**src/rtl/yuv_upsample_csc.sv**
```systemverilog
// Pixel-pair stream converter: chroma upsampling (6-tap or pass-through) then YUV->RGB.
// The window advances on each accepted or flushed pair; two register stages follow it.
module yuv_upsample_csc #(
  parameter int DATA_W    = 8,
  parameter int ROW_PAIRS = 160,
  parameter int ROWS      = 240
) (
  input  logic                  Clock,
  input  logic                  Resetn,
  input  logic                  start,
  input  logic                  mode_444,
  input  logic                  s_valid,
  output logic                  s_ready,
  input  logic [6*DATA_W-1:0]   s_data,
  output logic                  m_valid,
  input  logic                  m_ready,
  output logic [6*DATA_W-1:0]   m_data,
  output logic                  m_eol,
  output logic                  done
);
  localparam int CW = $clog2(ROW_PAIRS + 1);
  localparam int RW = $clog2(ROWS + 1);
  localparam int FW = DATA_W + 12;
  localparam int PW = 32 + 2 * (DATA_W - 8);

  localparam logic [2:0] S_IDLE    = 3'd0;
  localparam logic [2:0] S_PRIME   = 3'd1;
  localparam logic [2:0] S_STREAM  = 3'd2;
  localparam logic [2:0] S_FLUSH   = 3'd3;
  localparam logic [2:0] S_ROW_END = 3'd4;
  localparam logic [2:0] S_DONE    = 3'd5;

  localparam logic signed [FW-1:0] F21  = FW'(21);
  localparam logic signed [FW-1:0] F52  = FW'(52);
  localparam logic signed [FW-1:0] F159 = FW'(159);
  localparam logic signed [FW-1:0] F128 = FW'(128);
  localparam logic signed [PW-1:0] K_Y  = PW'(76284);
  localparam logic signed [PW-1:0] K_RV = PW'(104595);
  localparam logic signed [PW-1:0] K_GU = PW'(25624);
  localparam logic signed [PW-1:0] K_GV = PW'(53281);
  localparam logic signed [PW-1:0] K_BU = PW'(132251);
  localparam logic signed [PW-1:0] Y_OFF = PW'(16 << (DATA_W - 8));
  localparam logic signed [PW-1:0] C_OFF = PW'(1 << (DATA_W - 1));
  localparam logic signed [PW-1:0] MAXV  = PW'((1 << DATA_W) - 1);

  function automatic logic [DATA_W-1:0] clip(input logic signed [PW-1:0] x);
    logic [DATA_W-1:0] r;
    if (x[PW-1]) r = '0;
    else if (x > MAXV) r = MAXV[DATA_W-1:0];
    else r = x[DATA_W-1:0];
    return r;
  endfunction

  function automatic logic [DATA_W-1:0] fir6(input logic [DATA_W-1:0] a, b, c, d, e, f);
    logic signed [FW-1:0] acc;
    acc = F21 * $signed(FW'(a)) - F52 * $signed(FW'(b)) + F159 * $signed(FW'(c))
        + F159 * $signed(FW'(d)) - F52 * $signed(FW'(e)) + F21 * $signed(FW'(f)) + F128;
    return clip(PW'(acc >>> 8));
  endfunction

  function automatic logic [3*DATA_W-1:0] csc(input logic [DATA_W-1:0] yi, ui, vi);
    logic signed [PW-1:0] y, u, v;
    y = $signed(PW'(yi)) - Y_OFF;
    u = $signed(PW'(ui)) - C_OFF;
    v = $signed(PW'(vi)) - C_OFF;
    return {clip((K_Y * y + K_RV * v) >>> 16),
            clip((K_Y * y - K_GU * u - K_GV * v) >>> 16),
            clip((K_Y * y + K_BU * u) >>> 16)};
  endfunction

  logic [2:0]          state_q, state_d;
  logic [CW-1:0]       cnt_q, cnt_d;
  logic [RW-1:0]       row_q, row_d;
  logic                mode_q, mode_d;
  logic [DATA_W-1:0]   u_win_q [0:5];
  logic [DATA_W-1:0]   u_win_d [0:5];
  logic [DATA_W-1:0]   v_win_q [0:5];
  logic [DATA_W-1:0]   v_win_d [0:5];
  logic [4*DATA_W-1:0] dly_q [0:3];
  logic [4*DATA_W-1:0] dly_d [0:3];
  logic                win_vld_q, win_vld_d, win_eol_q, win_eol_d;
  logic [2*DATA_W-1:0] s1_y_q, s1_y_d;
  logic [DATA_W-1:0]   s1_ue_q, s1_ue_d, s1_ve_q, s1_ve_d, s1_uo_q, s1_uo_d, s1_vo_q, s1_vo_d;
  logic                s1_vld_q, s1_vld_d, s1_eol_q, s1_eol_d;
  logic [6*DATA_W-1:0] m_data_q, m_data_d;
  logic                m_valid_q, m_valid_d, m_eol_q, m_eol_d, done_q, done_d;

  logic                adv, accept, flush_step, step, fill;
  logic [DATA_W-1:0]   in_u, in_v;
  logic [4*DATA_W-1:0] in_dly;

  // The whole pipeline moves together whenever the output register can take a new value.
  assign adv        = !m_valid_q || m_ready;
  assign s_ready    = ((state_q == S_PRIME) || (state_q == S_STREAM)) && adv;
  assign accept     = s_valid && s_ready;
  assign flush_step = (state_q == S_FLUSH) && adv;
  assign step       = accept || flush_step;
  assign fill       = accept && (state_q == S_PRIME) && (cnt_q == '0);
  assign in_u       = s_data[4*DATA_W-1:3*DATA_W];
  assign in_v       = s_data[3*DATA_W-1:2*DATA_W];
  assign in_dly     = {s_data[6*DATA_W-1:4*DATA_W], s_data[2*DATA_W-1:0]};

  assign m_valid = m_valid_q;
  assign m_data  = m_data_q;
  assign m_eol   = m_eol_q;
  assign done    = done_q;

  // Next-state logic: sequencer, chroma window / luma delay, and the two pipeline stages.
  always_comb begin
    state_d   = state_q;
    cnt_d     = cnt_q;
    row_d     = row_q;
    mode_d    = mode_q;
    done_d    = 1'b0;
    win_vld_d = adv ? 1'b0 : win_vld_q;
    win_eol_d = adv ? 1'b0 : win_eol_q;
    // First pair of a row fills the window, so index clamping at the row start is implicit.
    for (int i = 0; i < 5; i++) begin
      u_win_d[i] = !step ? u_win_q[i] : (fill ? in_u : u_win_q[i+1]);
      v_win_d[i] = !step ? v_win_q[i] : (fill ? in_v : v_win_q[i+1]);
    end
    u_win_d[5] = accept ? in_u : u_win_q[5];
    v_win_d[5] = accept ? in_v : v_win_q[5];
    for (int i = 0; i < 3; i++) dly_d[i] = step ? dly_q[i+1] : dly_q[i];
    dly_d[3] = accept ? in_dly : dly_q[3];

    case (state_q)
      S_IDLE: begin
        if (start) begin
          state_d = S_PRIME;
          mode_d  = mode_444;
          cnt_d   = '0;
          row_d   = '0;
        end else begin
          state_d = S_IDLE;
        end
      end
      S_PRIME: begin
        if (accept) begin
          cnt_d   = cnt_q + CW'(1);
          state_d = (cnt_q == CW'(2)) ? S_STREAM : S_PRIME;
        end else begin
          state_d = S_PRIME;
        end
      end
      S_STREAM: begin
        if (accept) begin
          win_vld_d = 1'b1;
          if (cnt_q == CW'(ROW_PAIRS - 1)) begin
            state_d = S_FLUSH;
            cnt_d   = '0;
          end else begin
            cnt_d = cnt_q + CW'(1);
          end
        end else begin
          state_d = S_STREAM;
        end
      end
      S_FLUSH: begin
        if (flush_step) begin
          win_vld_d = 1'b1;
          if (cnt_q == CW'(2)) begin
            win_eol_d = 1'b1;
            state_d   = S_ROW_END;
            cnt_d     = '0;
          end else begin
            cnt_d = cnt_q + CW'(1);
          end
        end else begin
          state_d = S_FLUSH;
        end
      end
      S_ROW_END: begin
        if (row_q == RW'(ROWS - 1)) begin
          state_d = S_DONE;
        end else begin
          row_d   = row_q + RW'(1);
          state_d = S_PRIME;
        end
      end
      S_DONE: begin
        if (!win_vld_q && !s1_vld_q && adv) begin
          done_d  = 1'b1;
          state_d = S_IDLE;
        end else begin
          state_d = S_DONE;
        end
      end
      default: state_d = S_IDLE;
    endcase

    s1_vld_d  = adv ? win_vld_q : s1_vld_q;
    s1_eol_d  = adv ? win_eol_q : s1_eol_q;
    s1_y_d    = adv ? dly_q[0][4*DATA_W-1:2*DATA_W] : s1_y_q;
    s1_ue_d   = adv ? u_win_q[2] : s1_ue_q;
    s1_ve_d   = adv ? v_win_q[2] : s1_ve_q;
    s1_uo_d   = !adv ? s1_uo_q : (mode_q ? dly_q[0][2*DATA_W-1:DATA_W] :
                fir6(u_win_q[0], u_win_q[1], u_win_q[2], u_win_q[3], u_win_q[4], u_win_q[5]));
    s1_vo_d   = !adv ? s1_vo_q : (mode_q ? dly_q[0][DATA_W-1:0] :
                fir6(v_win_q[0], v_win_q[1], v_win_q[2], v_win_q[3], v_win_q[4], v_win_q[5]));
    m_valid_d = adv ? s1_vld_q : m_valid_q;
    m_eol_d   = adv ? s1_eol_q : m_eol_q;
    m_data_d  = (adv && s1_vld_q) ?
                {csc(s1_y_q[2*DATA_W-1:DATA_W], s1_ue_q, s1_ve_q),
                 csc(s1_y_q[DATA_W-1:0], s1_uo_q, s1_vo_q)} : m_data_q;
  end

  // State registers with asynchronous clear.
  always_ff @(posedge Clock or negedge Resetn) begin
    if (!Resetn) begin
      state_q   <= S_IDLE;
      cnt_q     <= '0;
      row_q     <= '0;
      mode_q    <= 1'b0;
      for (int i = 0; i < 6; i++) begin
        u_win_q[i] <= '0;
        v_win_q[i] <= '0;
      end
      for (int i = 0; i < 4; i++) dly_q[i] <= '0;
      win_vld_q <= 1'b0;
      win_eol_q <= 1'b0;
      s1_y_q    <= '0;
      s1_ue_q   <= '0;
      s1_ve_q   <= '0;
      s1_uo_q   <= '0;
      s1_vo_q   <= '0;
      s1_vld_q  <= 1'b0;
      s1_eol_q  <= 1'b0;
      m_data_q  <= '0;
      m_valid_q <= 1'b0;
      m_eol_q   <= 1'b0;
      done_q    <= 1'b0;
    end else begin
      state_q   <= state_d;
      cnt_q     <= cnt_d;
      row_q     <= row_d;
      mode_q    <= mode_d;
      for (int i = 0; i < 6; i++) begin
        u_win_q[i] <= u_win_d[i];
        v_win_q[i] <= v_win_d[i];
      end
      for (int i = 0; i < 4; i++) dly_q[i] <= dly_d[i];
      win_vld_q <= win_vld_d;
      win_eol_q <= win_eol_d;
      s1_y_q    <= s1_y_d;
      s1_ue_q   <= s1_ue_d;
      s1_ve_q   <= s1_ve_d;
      s1_uo_q   <= s1_uo_d;
      s1_vo_q   <= s1_vo_d;
      s1_vld_q  <= s1_vld_d;
      s1_eol_q  <= s1_eol_d;
      m_data_q  <= m_data_d;
      m_valid_q <= m_valid_d;
      m_eol_q   <= m_eol_d;
      done_q    <= done_d;
    end
  end
endmodule
```
**config.mk**
```make
export PLATFORM = sky130hd
export DESIGN_NAME = yuv_upsample_csc
export DESIGN_NICKNAME = d
export VERILOG_FILES = /design/src/rtl/yuv_upsample_csc.sv
export SDC_FILE = /design/constraint.sdc
export NUM_CORES = 2
export LEC_CHECK = 0
export ABC_AREA = 1
export BUFFER_PORTS_ARGS = -buffer_cell sky130_fd_sc_hd__buf_2
export CORE_ASPECT_RATIO = 1.4
export CORE_MARGIN = 2
export CORE_UTILIZATION = 66
export DETAILED_ROUTE_END_ITERATION = 16
export PLACE_DENSITY = 0.79
export SETUP_SLACK_MARGIN = 0.3
export SLEW_MARGIN = 20
export SYNTH_ARGS = -nofsm -noshare
export SYNTH_HDL_FRONTEND = slang
export SYNTH_SLANG_ARGS = --single-unit
```
**constraint.sdc**
```tcl
create_clock -name Clock -period 18.1 [get_ports Clock]
set_input_delay 3.62 -clock Clock [delete_from_list [all_inputs] [get_ports Clock]]
set_output_delay 3.62 -clock Clock [all_outputs]
set_load 0.02 [all_outputs]
```
==> flow_summary.ini <==
[clock_network]
max-clock-path-buffers = 3
ctsHoldBuffers = 0
cts_resized = 0
clkLatencyLatePin_ns = 0.62
cts.htree.levels = 2
cts_num_sinks = 347
cts-root-buf = clkbuf_16
numCtsBuffers = 40
tritoncts = yes
path_clk_slew_ns = 0.06
post_cts_buffers = 0

[synthesis]
synth_area_leaders = ha_1 (27%), fa_1 (19%), dfrtp_1 (15%)
syn_nets = 8802
yosysUniqueCellTypes = 66
ys_warn_count = 0
synth_area_per_cell_um2 = 8.20
synth_top_area_cell = ha_1
synth_seq_area_share_pct = 15.2
synth.cell_area_um2 = 57300
ys_ff_latch = 347
synth.top_cell.area_share_pct = 27.0
synthCells = 6982

[sta]
finalSetupTns_ns = 0
fin_crit_ns = 9.09
fmax_ghz = 0.110
fin_ws_ns = 9.01
fin_crit_sh_pct = 50.2
hold_viol_final = 0
rsz0062_at_grt = no
finalSetupViolCount = 0
maxSlewViolCount = 0
slew_headroom_pct = 28.2
tightestPinTransition_ns = 1.07
finClkSkew_ns = 0.0318

[global_routing]
grtUsageTotal_pct = 32.7
grt_max_degree = 104
antenna_found_initial = 0
grt.overflow.total = 0
grt_pass1_wl_mm = 234
grt_pass1_vias = 46900

[placement]
post-place-ws_ns = 9.04
port_buffers = 105
dp_hpwl_mm = 120
dp_cells = 8130
gp_congestion = 1.02

[finish]
nNetsFinal = 8897
instances_no_fill = 8206
drive_gt1_share_pct = 4.57
final-seq-area_um2 = 8680
final_common_cell = inv_1
final_cell_mix = inv_1 (1555), nand2_1 (1430), ha_1 (1236)
fillCellCount = 6995
multi_input_area_um2 = 42200
area_growth_syn_to_layout_pct = 5.32

[min_path]
hp-class = reg2reg

[worst_setup_path]
worst_ep_arrival_time_ns = 9.63
crit_type = reg2reg
slowest_stage = xor2_1
crit_fanout = 8
worst_path_most_repeated_cell = inv_1
slowest_delay_ns = 0.61
start_kind = register
cp.required_ns = 18.64
critPathCaptureType = register

[die]
die_w_um = 253
core_area_um2 = 85800
ios = 106
fp.dieH_um = 353
die_area_um2 = 89200
std_cell_rows = 127
start_util_pct = 66.7

[route]
drc = 0
drt_iter0_drc = 2547
dr.pass1.iters = 7
vias_per_cell = 5.51
postRouteAntennaNets = 0
vias = 45200
wl_per_cell_um = 17.3
finalWirelength_mm = 142

[flow_run]
maxCapViolCount = 0

[status]
status = completed
## metal layers
metal	vias to the layer above	track usage [%]	share of wire, %	wire length (µm)
met5	-	0	0	0
met4	0	14.2	5.1	7280
met3	331	3.25	4.5	6370
met2	1177	57.0	48	68900
met1	21500	41.0	42	59800
li1	22200	-	-	-
## metrics by stage
stage | cell area [µm²] | hold WS [ns] | utilization [%]
2_1_floorplan | 57300 | 0.442 | -
4_1_cts | 60300 | 0.474 | 70.2
6_report | 60300 | 0.469 | 70.3
3_5_place_dp | 58900 | 0.455 | 68.6
3_3_place_gp | 58900 | 0.454 | 68.6
5_1_grt | 60300 | 0.488 | 70.3
## cells in the mapped netlist (all sizes together)
master and instances:
a211oi 2, a21boi 12, a21o 41, a21oi 430, a221oi 1, a22oi 39, a31o 4, a31oi 34
a41oi 1, and2 4, and3 2, buf 48, clkbuf 25, clkinv 1, dfrtp 347, fa 530
ha 1236, inv 1565, nand2 1447, nand3 152, nand3b 6, nand4 44, nor2 352, nor2b 2
nor3 40, nor3b 3, nor4 18, o2111ai 2, o211a 1, o211ai 12, o21a 16, o21ai 239
o21bai 47, o22ai 4, o311ai 1, o31ai 12, or2 16, or4 1, xnor2 102, xor2 143
## cells by family (layout without fill, tap and decap cells)
kind of cell,count (synthesis),count (layout),share of synthesized area [%]
AO/OA/AOI/OAI,898,898,9.58
XOR/XNOR,245,245,3.76
adder cells (fa/ha/maj),1766,1766,45.5
buffers and inverters,1639,1766,11.1
flip-flops,347,347,15.2
other,0,1,0
AND/OR/NAND/NOR,2087,2087,14.9
## critical path: cells and delay by family, from the launching register on
family                     cells  cell delay (ns)
AOI/OAI and AO/OA              2             0.36
DFF                            1             0.38
xor gates and xnor gates       3             1.10
buffers and inverters          7             0.64
adders and majority gates     12             4.83
and+or+nand+nor               10             1.68
## layout make-up
type                    instances  area share [%]
inverters                    1566            9.81
multi-input cells            4996            70.0
diodes                          1         0.00415
clock buffers                  50            1.82
well taps                    1096            2.27
repair buffers                126            1.18
flip-flops and latches        347            14.4
clock inverters                24           0.481
## flip-flops by register name, indices dropped and copies added, names as in the netlist, 3 cells and up
register,count
m_data,48
dly_q,128
s1_y_q,16
s1_ve_q,8
s1_vo_q,8
s1_ue_q,8
v_win_q,48
state_q,3
s1_uo_q,8
u_win_q,48
cnt_q,8
row_q,8
## path summary, 6_finish.rpt
check | endpoint | startpoint | slack (ns) | depth (start not counted)
setup reg to reg | m_data[13]$_DFFE_PN0P_ | s1_y_q[4]$_DFFE_PN0P_ | 9.01 | 34
hold / removal | m_data[44]$_DFFE_PN0P_ | m_data[44]$_DFFE_PN0P_ | 0.47 | 2
min in group asynchronous | m_data[37]$_DFFE_PN0P_ | Resetn | 3.07 | 1
hold reg to reg | m_data[44]$_DFFE_PN0P_ | m_data[44]$_DFFE_PN0P_ | 0.47 | 2
setup / recovery | m_data[13]$_DFFE_PN0P_ | s1_y_q[4]$_DFFE_PN0P_ | 9.01 | 34
max in group asynchronous | cnt_q[3]$_DFFE_PN0P_ | Resetn | 12.18 | 4
Power is left out: the tool's default activity adds up to more than one toggle a clock period on the data nets, which glitch-free logic cannot reach.
